### src/rtl/ball_counter_chain_pkg.sv
// Shared types and constants for the parametrised Turing Tumble counter board.
package ball_counter_chain_pkg;

    typedef enum logic [2:0] {
        IDLE,
        DROP,
        RIPPLE,
        LEVER,
        HALT
    } state_t;

    localparam logic BLUE = 1'b0;
    localparam logic RED  = 1'b1;

    // Width of ball_pos: enough to index every bit piece of the chain.
    function automatic int unsigned pos_width(input int unsigned width);
        return $clog2(width) + 1;
    endfunction

endpackage

### src/rtl/ball_counter_chain_stage.sv
// One BIT piece: flips when hit, and tells the ball whether to keep falling.
module bit_chain_stage
    import ball_counter_chain_pkg::*;
#(
    parameter logic INIT_BIT = 1'b0
) (
    input  logic clk,
    input  logic rst,
    input  logic toggle_en,
    input  logic dec,
    output logic bit_q,
    output logic cont
);

    always_ff @(posedge clk) begin
        if (rst) begin
            bit_q <= INIT_BIT;
        end else if (toggle_en) begin
            bit_q <= ~bit_q;
        end
    end

    // Incrementing ball carries past a 1; decrementing ball borrows past a 0.
    assign cont = (dec == RED) ? ~bit_q : bit_q;

endmodule

### src/rtl/ball_counter_chain.sv
// Counter board core: two hoppers feeding a chain of BIT pieces, with lever
// feedback and an overflow interceptor.
module ball_counter_chain
    import ball_counter_chain_pkg::*;
#(
    parameter int unsigned       WIDTH      = 4,
    parameter logic [WIDTH-1:0]  INIT       = '0,
    parameter int unsigned       BLUE_BALLS = 8,
    parameter int unsigned       RED_BALLS  = 8
) (
    input  logic                         clk,
    input  logic                         rst,
    input  logic                         start,
    input  logic                         start_red,
    output logic [WIDTH-1:0]             bits,
    output logic [7:0]                   blue_left,
    output logic [7:0]                   red_left,
    output logic                         ball_active,
    output logic                         ball_red,
    output logic [pos_width(WIDTH)-1:0]  ball_pos,
    output logic [15:0]                  sink_count,
    output logic                         busy,
    output logic                         int_full,
    output logic                         start_err
);

    localparam int unsigned PW = pos_width(WIDTH);

    state_t state, state_nxt;

    logic [WIDTH-1:0] toggle;
    logic [WIDTH-1:0] cont_vec;
    logic             hit_cont;
    logic             last_pos;
    logic             force_blue;
    logic             sel_empty;
    logic             next_red;
    logic             next_empty;

    for (genvar i = 0; i < WIDTH; i++) begin : g_stage
        bit_chain_stage #(
            .INIT_BIT (INIT[i])
        ) u_stage (
            .clk       (clk),
            .rst       (rst),
            .toggle_en (toggle[i]),
            .dec       (ball_red),
            .bit_q     (bits[i]),
            .cont      (cont_vec[i])
        );
    end

    // Decode ball_pos by comparison so the index width need not match WIDTH.
    always_comb begin
        toggle   = '0;
        hit_cont = 1'b0;
        for (int unsigned i = 0; i < WIDTH; i++) begin
            if (ball_pos == PW'(i)) begin
                toggle[i] = (state == RIPPLE);
                hit_cont  = cont_vec[i];
            end
        end
    end

    assign last_pos   = (ball_pos == PW'(WIDTH - 1));
    assign sel_empty  = start_red ? (red_left == '0) : (blue_left == '0);
    assign next_red   = force_blue ? BLUE : ball_red;
    assign next_empty = next_red ? (red_left == '0) : (blue_left == '0);

    always_ff @(posedge clk) begin
        if (rst) begin
            state <= IDLE;
        end else begin
            state <= state_nxt;
        end
    end

    always_comb begin
        state_nxt = state;
        case (state)
            IDLE:    if (start && !sel_empty) state_nxt = DROP;
            DROP:    state_nxt = RIPPLE;
            RIPPLE: begin
                if (!hit_cont) begin
                    state_nxt = LEVER;
                end else if (last_pos) begin
                    state_nxt = (ball_red == BLUE) ? HALT : LEVER;
                end
            end
            LEVER:   state_nxt = next_empty ? IDLE : DROP;
            HALT:    state_nxt = HALT;
            default: state_nxt = IDLE;
        endcase
    end

    always_comb begin
        ball_active = (state == DROP) || (state == RIPPLE);
        busy        = (state != IDLE) && (state != HALT);
    end

    always_ff @(posedge clk) begin
        if (rst) begin
            blue_left  <= 8'(BLUE_BALLS);
            red_left   <= 8'(RED_BALLS);
            ball_red   <= BLUE;
            ball_pos   <= '0;
            sink_count <= '0;
            int_full   <= 1'b0;
            start_err  <= 1'b0;
            force_blue <= 1'b0;
        end else begin
            start_err <= 1'b0;
            case (state)
                IDLE: begin
                    if (start) begin
                        if (sel_empty) begin
                            start_err <= 1'b1;
                        end else begin
                            ball_red   <= start_red;
                            force_blue <= 1'b0;
                        end
                    end
                end
                DROP: begin
                    if (ball_red == RED) begin
                        red_left <= red_left - 8'd1;
                    end else begin
                        blue_left <= blue_left - 8'd1;
                    end
                    ball_pos <= '0;
                end
                RIPPLE: begin
                    if (hit_cont) begin
                        if (!last_pos) begin
                            ball_pos <= ball_pos + 1'b1;
                        end else if (ball_red == BLUE) begin
                            int_full <= 1'b1;
                        end else begin
                            force_blue <= 1'b1;
                        end
                    end
                end
                LEVER: begin
                    if (sink_count != '1) begin
                        sink_count <= sink_count + 16'd1;
                    end
                    if (!next_empty) begin
                        ball_red <= next_red;
                    end
                    force_blue <= 1'b0;
                end
                default: ;
            endcase
        end
    end

endmodule

### config.mk
export PLATFORM = sky130hd
export DESIGN_NAME = ball_counter_chain
export DESIGN_NICKNAME = d
export VERILOG_FILES = /design/src/rtl/ball_counter_chain_pkg.sv /design/src/rtl/ball_counter_chain_stage.sv /design/src/rtl/ball_counter_chain.sv
export SDC_FILE = /design/constraint.sdc
export NUM_CORES = 1
export LEC_CHECK = 0
export CORE_MARGIN = 2
export CORE_UTILIZATION = 41
export DETAILED_ROUTE_END_ITERATION = 8
export GPL_TIMING_DRIVEN = 0
export PLACE_DENSITY = 0.66
export SLEW_MARGIN = 30
export SYNTH_ARGS = -nofsm -noshare
export SYNTH_HDL_FRONTEND = slang
export SYNTH_SLANG_ARGS = --single-unit
### constraint.sdc
create_clock -name clk -period 4.51 [get_ports clk]
set_input_delay 1.1275 -clock clk [delete_from_list [all_inputs] [get_ports clk]]
set_output_delay 1.1275 -clock clk [all_outputs]
set_load 0.02 [all_outputs]
==> flow_summary.json <==
{
  "syn-num-nets": 292,
  "layout_min_cycle_time_ps": 3190,
  "start_util_pct": 42.7,
  "finalMaxSlewViolations": 0,
  "status": "complete, no violations",
  "ant_nets": 0,
  "core-area_sq_um": 5570,
  "endpoint_kind": "output port",
  "vias": 2111,
  "antenna_found_initial": 0,
  "drc": 0,
  "synth-edff-count": 0,
  "r2r_setup_slack_ps": 2430,
  "routed_via_density": 5.23,
  "dr.first_iter.drc_count": 174,
  "num_rows": 27,
  "pwr-share-clk_pct": 23.2,
  "htree_num_levels": 2,
  "avgSynthCellArea_sq_um": 8.56,
  "post-route-util_pct": 54.6,
  "timing.critical_path.from_type": "register",
  "die_y_um": 80.2,
  "fin_skew_ps": 7.26,
  "crit_arrival_ps": 2070,
  "period_share_pct": 70.8,
  "diodes": 0,
  "routabilityCongestion": 0.789,
  "reg2reg_to": "ball_pos[0]$_SDFFE_PP0P_",
  "ctsResizeCount": 0,
  "synth-seq-cells": 46,
  "chipWidth_um": 80.2,
  "syn_inst": 278,
  "crit_type": "register to output port",
  "grt_pass1_vias": 1969,
  "required_ps": 3380,
  "share_comb_of_total_power_pct": 38.6,
  "cts_buffer_depth": 2,
  "reg2reg_depth": 7,
  "timing.rr.start": "ball_pos[1]$_SDFFE_PP0P_",
  "sw_frac_of_total_pct": 36.0,
  "max_freq_mhz": 313,
  "clockRootBuffer": "clkbuf_8",
  "crit_end": "ball_active",
  "ys.flop_type": "dfxtp_1",
  "cts_made_buffers": 5,
  "yosysMostFrequentCell": "nor2_1",
  "grt_pass1_wl_um": 9100,
  "drt-total-wl_um": 5250,
  "crit_fanout": 10,
  "io_buffers": 46,
  "postCtsSetupBuffers": 0,
  "wl_per_cell_um": 13.0,
  "synthArstFlopShare_pct": 0,
  "ys_warn_count": 0,
  "switching_power_w": 0.000484,
  "grt_setup_unrepaired": "false",
  "cts_tree": "built",
  "path_clk_slew_ps": 90,
  "finalSetupViolCount": 0,
  "clock_latency_ps": 310,
  "powerDensity_nw_per_um2": 441,
  "total_power_w": 0.00134,
  "hold_buffers": 0,
  "finalSetupTns_ps": 0,
  "synth_top_area_share_pct": 38.7,
  "syn_to_final_growth_pct": 27.9,
  "worstMarginPinSlew_ps": 553,
  "syn_area_sq_um": 2380,
  "crit_path_start": "state[1]$_SDFFE_PP0P_",
  "min_path_type": "register to register",
  "synthDistinctLibCells": 52,
  "synth_common_cells": "nor2_1 (48), dfxtp_1 (46), nand2_1 (23)",
  "leakage_nw": 1.09,
  "clock_sinks": 46,
  "grt_max_degree": 16,
  "p_int_w": 0.000859,
  "io_pins": 48,
  "drv_cap": 0,
  "gr-total-overflow": 0,
  "drive_gt1_share_pct": 6.63,
  "drt_pre_antenna_iters": 4,
  "hpwl_um": 3880,
  "relSlewSlack_pct": 63.2,
  "hold_violations": 0,
  "ir_worst_vdd_mv": 0.238,
  "sequentialPowerShare_pct": 38.1,
  "fin_nets": 345,
  "dieArea_sq_um": 6430,
  "seq_area_frac_synth_pct": 38.7,
  "track_usage_pct": 17.6,
  "netlist_top_cells_area": "dfxtp_1 (39%), xor2_1 (8.1%), nor2_1 (7.6%)",
  "synth_top_cell_by_area": "dfxtp_1"
}
[power groups by stage]
| stage | Clock (W) | Sequential (W) | Combinational [W] |
|---|---|---|---|
| after global routing | 0.000342 | 0.000522 | 0.000572 |
| after CTS | 0.000322 | 0.000513 | 0.000522 |
| final | 0.000312 | 0.000512 | 0.000519 |
| after detailed placement | 0 | 0.000522 | 0.000519 |
| after floorplan | 0 | 0.000550 | 0.000317 |
| after global placement | 0 | 0.000520 | 0.000514 |
[how the worst min path moves through the flow]
| stage | from | endpoint | slack [ps] | depth (start not counted) |
|---|---|---|---|---|
| global route | int_full$_SDFFE_PP0P_ | int_full$_SDFFE_PP0P_ | 540 | 2 |
| detailed placement | int_full$_SDFFE_PP0P_ | int_full$_SDFFE_PP0P_ | 470 | 2 |
| global placement | int_full$_SDFFE_PP0P_ | int_full$_SDFFE_PP0P_ | 460 | 2 |
| finish | int_full$_SDFFE_PP0P_ | int_full$_SDFFE_PP0P_ | 480 | 2 |
| floorplan | g_stage[3].u_stage.bit_q$_SDFFE_PP0P_ | g_stage[3].u_stage.bit_q$_SDFFE_PP0P_ | 510 | 2 |
| CTS | int_full$_SDFFE_PP0P_ | int_full$_SDFFE_PP0P_ | 490 | 2 |
[logic make-up (layout without fill, tap and decap cells)]
family / count (synthesis) / count (layout) / share of synthesized area [%]
flip-flops: 46 / 46 / 38.7
AO/OA/AOI/OAI: 32 / 32 / 8.99
AND/OR/NAND/NOR: 133 / 133 / 29.7
multiplexers: 4 / 4 / 1.73
adder cells (fa/ha/maj): 10 / 10 / 5.25
buffers and inverters: 23 / 77 / 4.62
XOR/XNOR: 30 / 30 / 11.0
[cell type report]
cell class              instances  area, sq um
inverters                      10         37.5
fillers                       540         2530
well taps                      72         90.1
flip-flops and latches         46          921
repair buffers                 46          460
multi-input cells             209         1350
plain buffers                  13         72.6
clock inverters                 3         43.8
clock buffers                   5         68.8
[per-layer routing]
layer | share of wire (%) | GRT usage (%) | vias to the layer above
met1 | 50 | 24.6 | 993
met5 | 0 | 0 | -
met2 | 46 | 27.4 | 44
met4 | 1.4 | 5.59 | 0
li1 | - | - | 1065
met3 | 3.4 | 3.15 | 9
[critical path, stage by stage, from the launching register on]
cell and delay (ps):
dfxtp_1 440, buf_2 240, or3b_1 400, nand2_1 90, clkdlybuf4s50_1 600
[sequential cells by signal, indices dropped and copies added, names as in the netlist]
signal	flops
start_err	1
int_full	1
sink_count	16
ball_pos	3
blue_left	8
red_left	8
force_blue	1
ball_red	1
g_stage.u_stage.bit_q	4
state	3
[layout by cell type (no fill, tap or decap), drive strengths merged, types with 3 or more instances in the layout]
| cell type | n |
|---|---|
| nor2 | 48 |
| dfxtp | 46 |
| clkdlybuf4s50 | 46 |
| nand2 | 23 |
| xor2 | 22 |
| inv | 11 |
| clkbuf | 11 |
| a21oi | 10 |
| nand3 | 10 |
| ha | 10 |
| nand4 | 8 |
| xnor2 | 8 |
| nor3 | 8 |
| buf | 7 |
| nand2b | 5 |
| nor4 | 4 |
| nand3b | 4 |
| o21ai | 4 |
| a211oi | 3 |
| and3 | 3 |
| mux2i | 3 |
| or2 | 3 |
| nor4b | 3 |
[per-stage QoR]
| step | area, sq um | instances | setup WS, ps | hold slack [ps] |
|---|---|---|---|---|
| global placement | 2930 | 396 | 1680 | 464 |
| finish | 3040 | 404 | 1320 | 483 |
| global route | 3040 | 404 | 1190 | 544 |
| CTS | 3040 | 404 | 1310 | 494 |
| floorplan | 2380 | 278 | 2270 | 514 |
| detailed placement | 2930 | 396 | 1660 | 471 |
No activity file was read; power rests on OpenSTA's default activity.
